===== src/rtl/cache_pkg.sv =====
// Shared cache definitions: word geometry, write-back FSM states and line alignment.
package cache_pkg;

  localparam int unsigned WORD_SIZE      = 32;
  localparam int unsigned BYTE_BITS      = 2;
  localparam int unsigned WORDS_PER_LINE = 8;

  typedef enum logic [1:0] {IDLE, WRITE, DONE} wb_state_t;

  // Clears the byte-in-line offset bits; words must be a power of two.
  function automatic logic [WORD_SIZE-1:0] line_base(input logic [WORD_SIZE-1:0] addr,
                                                     input int unsigned words = WORDS_PER_LINE);
    logic [WORD_SIZE-1:0] span;
    span = WORD_SIZE'(words) << BYTE_BITS;
    return addr & ~(span - WORD_SIZE'(1));
  endfunction

endpackage


===== src/rtl/cache_line_addr_gen.sv =====
// Word counter for a cache line with byte-address generation and a last-word flag.
module cache_line_addr_gen
  import cache_pkg::*;
#(
  parameter int unsigned WORD_SIZE      = cache_pkg::WORD_SIZE,
  parameter int unsigned WORDS_PER_LINE = cache_pkg::WORDS_PER_LINE
) (
  input  logic                              clk,
  input  logic                              clr_n,
  input  logic                              clear,
  input  logic                              inc,
  input  logic [WORD_SIZE-1:0]              base,
  output logic [$clog2(WORDS_PER_LINE)-1:0] count,
  output logic [WORD_SIZE-1:0]              addr,
  output logic                              last
);

  localparam int unsigned CntW = $clog2(WORDS_PER_LINE);

  logic [CntW-1:0] count_q;

  always_ff @(posedge clk or negedge clr_n) begin
    if (!clr_n) begin
      count_q <= '0;
    end else if (clear) begin
      count_q <= '0;
    end else if (inc) begin
      count_q <= count_q + CntW'(1);
    end
  end

  // Base is line-aligned, so the offset never carries out of the line.
  assign count = count_q;
  assign addr  = base + (WORD_SIZE'(count_q) << BYTE_BITS);
  assign last  = (count_q == CntW'(WORDS_PER_LINE - 1));

endmodule


===== src/rtl/cache_line_writer.sv =====
// Write-back serializer: captures a dirty line in one cycle and writes it to memory
// one word per accepted transfer at incrementing word addresses.
module cache_line_writer
  import cache_pkg::*;
#(
  parameter int unsigned WORD_SIZE      = cache_pkg::WORD_SIZE,
  parameter int unsigned WORDS_PER_LINE = cache_pkg::WORDS_PER_LINE
) (
  input  logic                                clk,
  input  logic                                clr_n,
  input  logic                                start,
  input  logic [WORD_SIZE-1:0]                line_addr_i,
  input  logic [WORD_SIZE*WORDS_PER_LINE-1:0] line_i,
  output logic                                mem_we,
  output logic [WORD_SIZE-1:0]                mem_addr,
  output logic [WORD_SIZE-1:0]                mem_data,
  input  logic                                mem_ready,
  output logic                                busy,
  output logic                                done
);

  localparam int unsigned CntW = $clog2(WORDS_PER_LINE);

  wb_state_t            state_q;
  logic [WORD_SIZE-1:0] line_q [WORDS_PER_LINE];
  logic [WORD_SIZE-1:0] base_q;
  logic [WORD_SIZE-1:0] word_addr;
  logic [CntW-1:0]      count;
  logic                 last;
  logic                 capture;
  logic                 accept;

  assign capture = (state_q == IDLE) && start;
  assign accept  = (state_q == WRITE) && mem_ready;

  cache_line_addr_gen #(
    .WORD_SIZE      (WORD_SIZE),
    .WORDS_PER_LINE (WORDS_PER_LINE)
  ) u_addr_gen (
    .clk   (clk),
    .clr_n (clr_n),
    .clear (capture),
    .inc   (accept && !last),
    .base  (base_q),
    .count (count),
    .addr  (word_addr),
    .last  (last)
  );

  // Line buffer and base are only meaningful while mem_we is high, so no reset.
  always_ff @(posedge clk) begin
    if (capture) begin
      base_q <= line_base(line_addr_i, WORDS_PER_LINE);
      for (int k = 0; k < WORDS_PER_LINE; k++) begin
        line_q[k] <= line_i[k*WORD_SIZE +: WORD_SIZE];
      end
    end
  end

  always_ff @(posedge clk or negedge clr_n) begin
    if (!clr_n) begin
      state_q <= IDLE;
      mem_we  <= 1'b0;
      busy    <= 1'b0;
      done    <= 1'b0;
    end else begin
      unique case (state_q)
        IDLE: begin
          if (start) begin
            state_q <= WRITE;
            mem_we  <= 1'b1;
            busy    <= 1'b1;
          end
        end
        WRITE: begin
          if (mem_ready && last) begin
            state_q <= DONE;
            mem_we  <= 1'b0;
            done    <= 1'b1;
          end
        end
        DONE: begin
          state_q <= IDLE;
          done    <= 1'b0;
          busy    <= 1'b0;
        end
        default: begin
          state_q <= IDLE;
          mem_we  <= 1'b0;
          busy    <= 1'b0;
          done    <= 1'b0;
        end
      endcase
    end
  end

  assign mem_addr = mem_we ? word_addr : '0;
  assign mem_data = mem_we ? line_q[count] : '0;

endmodule


===== config.mk =====
export PLATFORM = sky130hd
export DESIGN_NAME = cache_line_writer
export DESIGN_NICKNAME = d
export VERILOG_FILES = /design/src/rtl/cache_pkg.sv /design/src/rtl/cache_line_addr_gen.sv /design/src/rtl/cache_line_writer.sv
export SDC_FILE = /design/constraint.sdc
export NUM_CORES = 1
export LEC_CHECK = 0
export ABC_CLOCK_PERIOD_IN_PS = 70000
export BUFFER_PORTS_ARGS = -buffer_cell sky130_fd_sc_hd__buf_2
export CORE_AREA = 4 4 148 150
export CTS_CLUSTER_DIAMETER = 80
export DETAILED_ROUTE_END_ITERATION = 6
export DIE_AREA = 0 0 152 154
export PLACE_DENSITY = 0.88
export SYNTH_ARGS = -nofsm -noshare
export SYNTH_HDL_FRONTEND = slang
export SYNTH_SLANG_ARGS = --single-unit

===== constraint.sdc =====
create_clock -name clk -period 70 [get_ports clk]
set_clock_uncertainty 0.05 [all_clocks]
set_input_delay 7 -clock clk [delete_from_list [all_inputs] [get_ports clk]]
set_output_delay 7 -clock clk [all_outputs]
set_load 0.02 [all_outputs]

=== Word level (Yosys, flattened, before mapping) ===
Memories as Yosys holds them, arrays and structs flattened.
Index checks and enable logic that the tools add are counted.

* Flip-flop bits (word level): 35
* Memories kept: 1
* Input bits: 292
* RAM bits: 256
* Word-level logic and storage cells: 43

* Bitwise operators: 3
* Multiplexer cells: 15
* Equal/unequal tests: 5
* Add/subtract/negate cells: 2
* Reductions and logical operators: 11

{| class="wikitable"
|+ Memory list
! memory !! words !! width !! rd ports !! clocked after memory_dff !! wr ports !! line !! source
|-
| line_q || 8 || 32 || 1 || 0 || 8 || cache_line_writer.sv:25 || <nowiki>logic [WORD_SIZE-1:0] line_q [WORDS_PER_LINE];</nowiki>
|}

{| class="wikitable"
|+ Operator list
! operator !! count
|-
| $mux W32 || 2
|-
| $add A32 B5 Y32 || 1
|-
| $mux W3 || 2
|-
| $reduce_and A2 Y1 || 3
|-
| $mux W1 || 5
|-
| $logic_and A1 B1 Y1 || 4
|-
| $mux W2 || 2
|-
| $pmux W1 S2 || 2
|-
| $pmux W2 S2 || 1
|-
| $add A3 B1 Y3 const B || 1
|-
| $eq A3 B3 Y1 const B || 1
|-
| $not A1 Y1 || 3
|-
| $pmux W1 S3 || 1
|-
| $reduce_and A3 Y1 || 1
|-
| $eq A2 B1 Y1 const B || 1
|-
| $eq A2 B2 Y1 const B || 1
|-
| $logic_not A2 Y1 || 1
|-
| $ne A2 B1 Y1 const B || 1
|-
| $ne A2 B2 Y1 const B || 1
|-
| $reduce_bool A2 Y1 || 1
|-
| $logic_not A1 Y1 || 1
|}

=== Logic depth before layout (Yosys ltp) ===
* Word-level depth: 5
* Depth in mapped cells: 6

=== By module ===
From an unflattened synthesis, not the netlist that was laid out.

* Cell total of the unflattened synthesis: 662
* Area total of the unflattened synthesis: 12,082.8 um2

{| class="wikitable"
|+ By module, submodules not included
! module !! area each (um2) !! instances !! cells an instance !! seq. area each (um2)
|-
| cache_line_writer || 11,285.8 || 1 || 561 || 8,623.3
|-
| cache_line_addr_gen || 797.0 || 1 || 101 || 75.1
|}

=== Worst setup path before layout ===
OpenSTA, ideal clock, no wires.

* Kind: input-to-reg
* Start: in start
* End: reg base_q[10] (enable)
* Required time: 68,607 ps
* Arrival: 27,368 ps
* Slack: 41,240 ps
* Stages: 1
* Path buffers: 0
* Path through: nor3b_1

* Word-level cells in the longest chain between the ends: 1

{| class="wikitable"
|+ RTL lines
! what !! line !! source
|-
| from (decl) || cache_line_writer.sv:11 || <nowiki>input logic start,</nowiki>
|-
| $logic_and A1 B1 Y1 || cache_line_writer.sv:33 || <nowiki>assign capture = (state_q == IDLE) && start;</nowiki>
|-
| to (signal assigned) || cache_line_writer.sv:53 || <nowiki>base_q <= line_base(line_addr_i, WORDS_PER_LINE);</nowiki>
|-
| to (decl) || cache_line_writer.sv:26 || <nowiki>logic [WORD_SIZE-1:0] base_q;</nowiki>
|}

No other way between the ends.
A chain may end at the register's enable or synchronous reset.

=== Worst setup path after layout ===
* Start: reg u_addr_gen.count_q[1] (netlist: u_addr_gen.count[1])
* End: out mem_data[24]

* Word-level cells in the longest chain between the ends: 2

{| class="wikitable"
|+ RTL lines
! what !! line !! source
|-
| from (decl) || cache_line_addr_gen.sv:20 || <nowiki>logic [CntW-1:0] count_q;</nowiki>
|-
| from (signal assigned) || cache_line_addr_gen.sv:28 || <nowiki>count_q <= count_q + CntW'(1);</nowiki>
|-
| $mem_v2 Z8 W32 || -- ||
|-
| $mux W32 || cache_line_writer.sv:98 || <nowiki>assign mem_data = mem_we ? line_q[count] : '0;</nowiki>
|-
| to (decl) || cache_line_writer.sv:16 || <nowiki>output logic [WORD_SIZE-1:0] mem_data,</nowiki>
|}

No other way between the ends.

==> results.yml <==
setup_path:
  crit_fanout: 32
  arrival_ns: 3.19
  cp.required_ns: 62.95
  cp-end-kind: "output port"
  cp-start-kind: "register"
  crit_type: "reg2out"
synth:
  synthTopCellsByArea: "edfxtp_1, mux2_2, mux4_2"
  synth_seq_cells: 291
  synth_ff_type: "edfxtp_1"
  synth_top_area_cell: "edfxtp_1"
  yosys.area_share.simple: 0.03264
  async_flop_share: 0.02749
  yosysMostFrequentCell: "edfxtp_1"
  seq_area_frac_synth: 0.7772
  netlist.area_leader.share: 0.7593
  syn-cell-area_sq_mm: 0.01119
  synth-compound-area-share: 0.03566
  synth-xor-area-share: 0.0007826
  synthAdderAreaFrac: 0.002236
  synthCells: 569
  yosys-top-cells-count: "edfxtp_1, mux2_2, nor2_1, o22ai_1, and2_1"
  synth_edf_count: 283
  ys_warn_count: 0
  synthMuxAreaShare: 0.1319
  synth_top_family_by_area: "multiplexers"
  synth_area_per_cell_sq_um: 19.67
  synthDistinctLibCells: 29
drt:
  vias_per_cell: 5.355
  initialDrtViolationCount: 540
  antenna_left: 0
  wirelength_microns: 25800
  drt_pass1_iterations: 4
  wl_per_cell_microns: 21.05
  drc: 0
  num_vias: 6565
sta:
  hold_ws_ns: 0.4230
  drv_slew: 0
  setup-violations-final: 0
  fin_crit_sh: 0.1463
  hold_viol_final: 0
  slew_headroom: 0.2548
  fin_tns_setup_ns: 0
  worstMarginPinSlew_ns: 1.118
  max_freq_mhz: 97.63
  period_needed_ns: 10.24
  rsz0062_at_grt: "no"
clock_network:
  cts_hold_buf: 0
  cts_sinks: 291
  post_cts_buffers: 0
  cts_max_level: 1
  clk_pin_slew_worst_paths_ns: 0.06
  cts_root_buf: "clkbuf_16"
  clk_path_buf_depth: 3
  worst_skew_pair.late_latency_ns: 0.53
  cts_buffers: 29
  ctsResizeCount: 0
  cts_tree: "built"
placement:
  place.gp.congestion: 0.8207
  hpwl_microns: 17710
  io_buffers: 351
  placed_cell_area_sq_mm: 0.01316
grt:
  antenna_found_initial: 3
  grt_pass1_wl_microns: 38890
  grt_start_max_net_pins: 94
  grt_usage: 0.2127
  grt_pass1_vias: 7007
  grt-ovfl-total: 0
final_layout:
  drive_gt1_frac: 0.5301
  area_delta_synth_final_pct: 25.71
  nets: 1220
  postLayoutCellArea_sq_mm: 0.01407
floorplanning:
  core_sq_mm: 0.02069
  io_pins: 359
  die_x_microns: 152
  die_h_microns: 154
  row_count: 53
  initial_utilization: 0.5409
  die-area_sq_mm: 0.02341
power:
  power.density_mw_per_mm2: 40.03
  cellLeakagePower_nw: 5.319
  vdd.ir_drop.worst_mv: 0.02975
  power_mw: 0.5633
min_path:
  min_path_type: "reg2reg"
run_status:
  status: "completed"
run:
  cap_violations: 0
## flip-flops by register name (all words and copies together) (netlist names)
register          count
busy                  1
done                  1
base_q               27
u_addr_gen.count      3
line_q              256
state_q               2
mem_we                1
## power breakdown
group          switching [mW]  total (mW)  internal [mW]
combinational           0.101       0.173         0.0720
clock                  0.0624       0.146         0.0836
sequential             0.0189       0.244          0.226
total                   0.182       0.563          0.381
## cell families after synthesis
family                     after synthesis
AOI/OAI and AO/OA                       69
xor gates and xnor gates                 1
adders and majority gates                2
buffers and inverters                   35
DFF                                    291
muxes                                   98
other                                    1
and+or+nand+nor                         72
## cells in the final DEF, fill, tap and decap left out, types with 4 or more instances in the layout
cell,synthesis,final
buf_2,11,351
edfxtp_1,283,283
mux2_2,64,64
nor2_1,36,36
o22ai_1,32,32
and2_1,30,30
clkbuf_16,0,29
o21ai_0,28,28
mux4_2,28,28
buf_4,5,8
clkbuf_1,12,6
clkinv_2,0,6
diode_2,0,4
o21ai_1,4,4
mux4_1,4,4
a21o_1,4,4
dfrtp_1,8,4
clkinvlp_4,0,4
## path summary, 6_finish.rpt
| kind | start | endpoint | slack (ns) | depth (start not counted) |
|---|---|---|---|---|
| min in group asynchronous | clr_n | u_addr_gen.count[0]$_DFFE_PN0P_ | 6.25 | 1 |
| setup / recovery | u_addr_gen.count[1]$_DFFE_PN0P_ | mem_data[24] | 59.76 | 5 |
| hold / removal | busy$_DFFE_PN0P_ | busy$_DFFE_PN0P_ | 0.42 | 1 |
| setup reg to reg | state_q[0]$_DFFE_PN0P_ | line_q[0][22]$_DFFE_PP_ | 67.18 | 3 |
| max in group asynchronous | clr_n | u_addr_gen.count[2]$_DFFE_PN0P_ | 63.46 | 1 |
| hold reg to reg | busy$_DFFE_PN0P_ | busy$_DFFE_PN0P_ | 0.42 | 1 |
## critical path, cell delays in order, from the launching register on
cell and delay [ns]:
dfrtp_2 0.79, buf_4 0.48, nand2b_2 0.73, o21ai_0 0.21, nor2_1 0.22, buf_2 0.21
## layer usage
metal / share of wire / vias up / GRT usage / wire length, microns
li1: - / 2987 / - / -
met1: 0.35 / 3187 / 0.2556 / 9138
met2: 0.53 / 332 / 0.3760 / 13670
met3: 0.086 / 59 / 0.05629 / 2210
met4: 0.030 / 0 / 0.07106 / 785
met5: 0 / - / 0 / 0
## stage by stage
step	worst slack, ns	util	cells
final	59.76	0.6800	1226
after floorplan	41.24	-	570
after CTS	59.64	0.6795	1222
after global routing	59.44	0.6799	1225
after detailed placement	60.24	0.6362	1170
after global placement	60.22	0.6362	1170
## final cells by class
class                   instances  area, sq um
clock inverters                17        148.9
well taps                     275        344.1
repair buffers                359         1817
fillers                      1361         6620
flip-flops and latches        291         8706
diodes                          4        10.01
inverters                       1        3.754
clock buffers                  35        748.2
multi-input cells             244         2292
No activity file was read; power rests on OpenSTA's default activity.
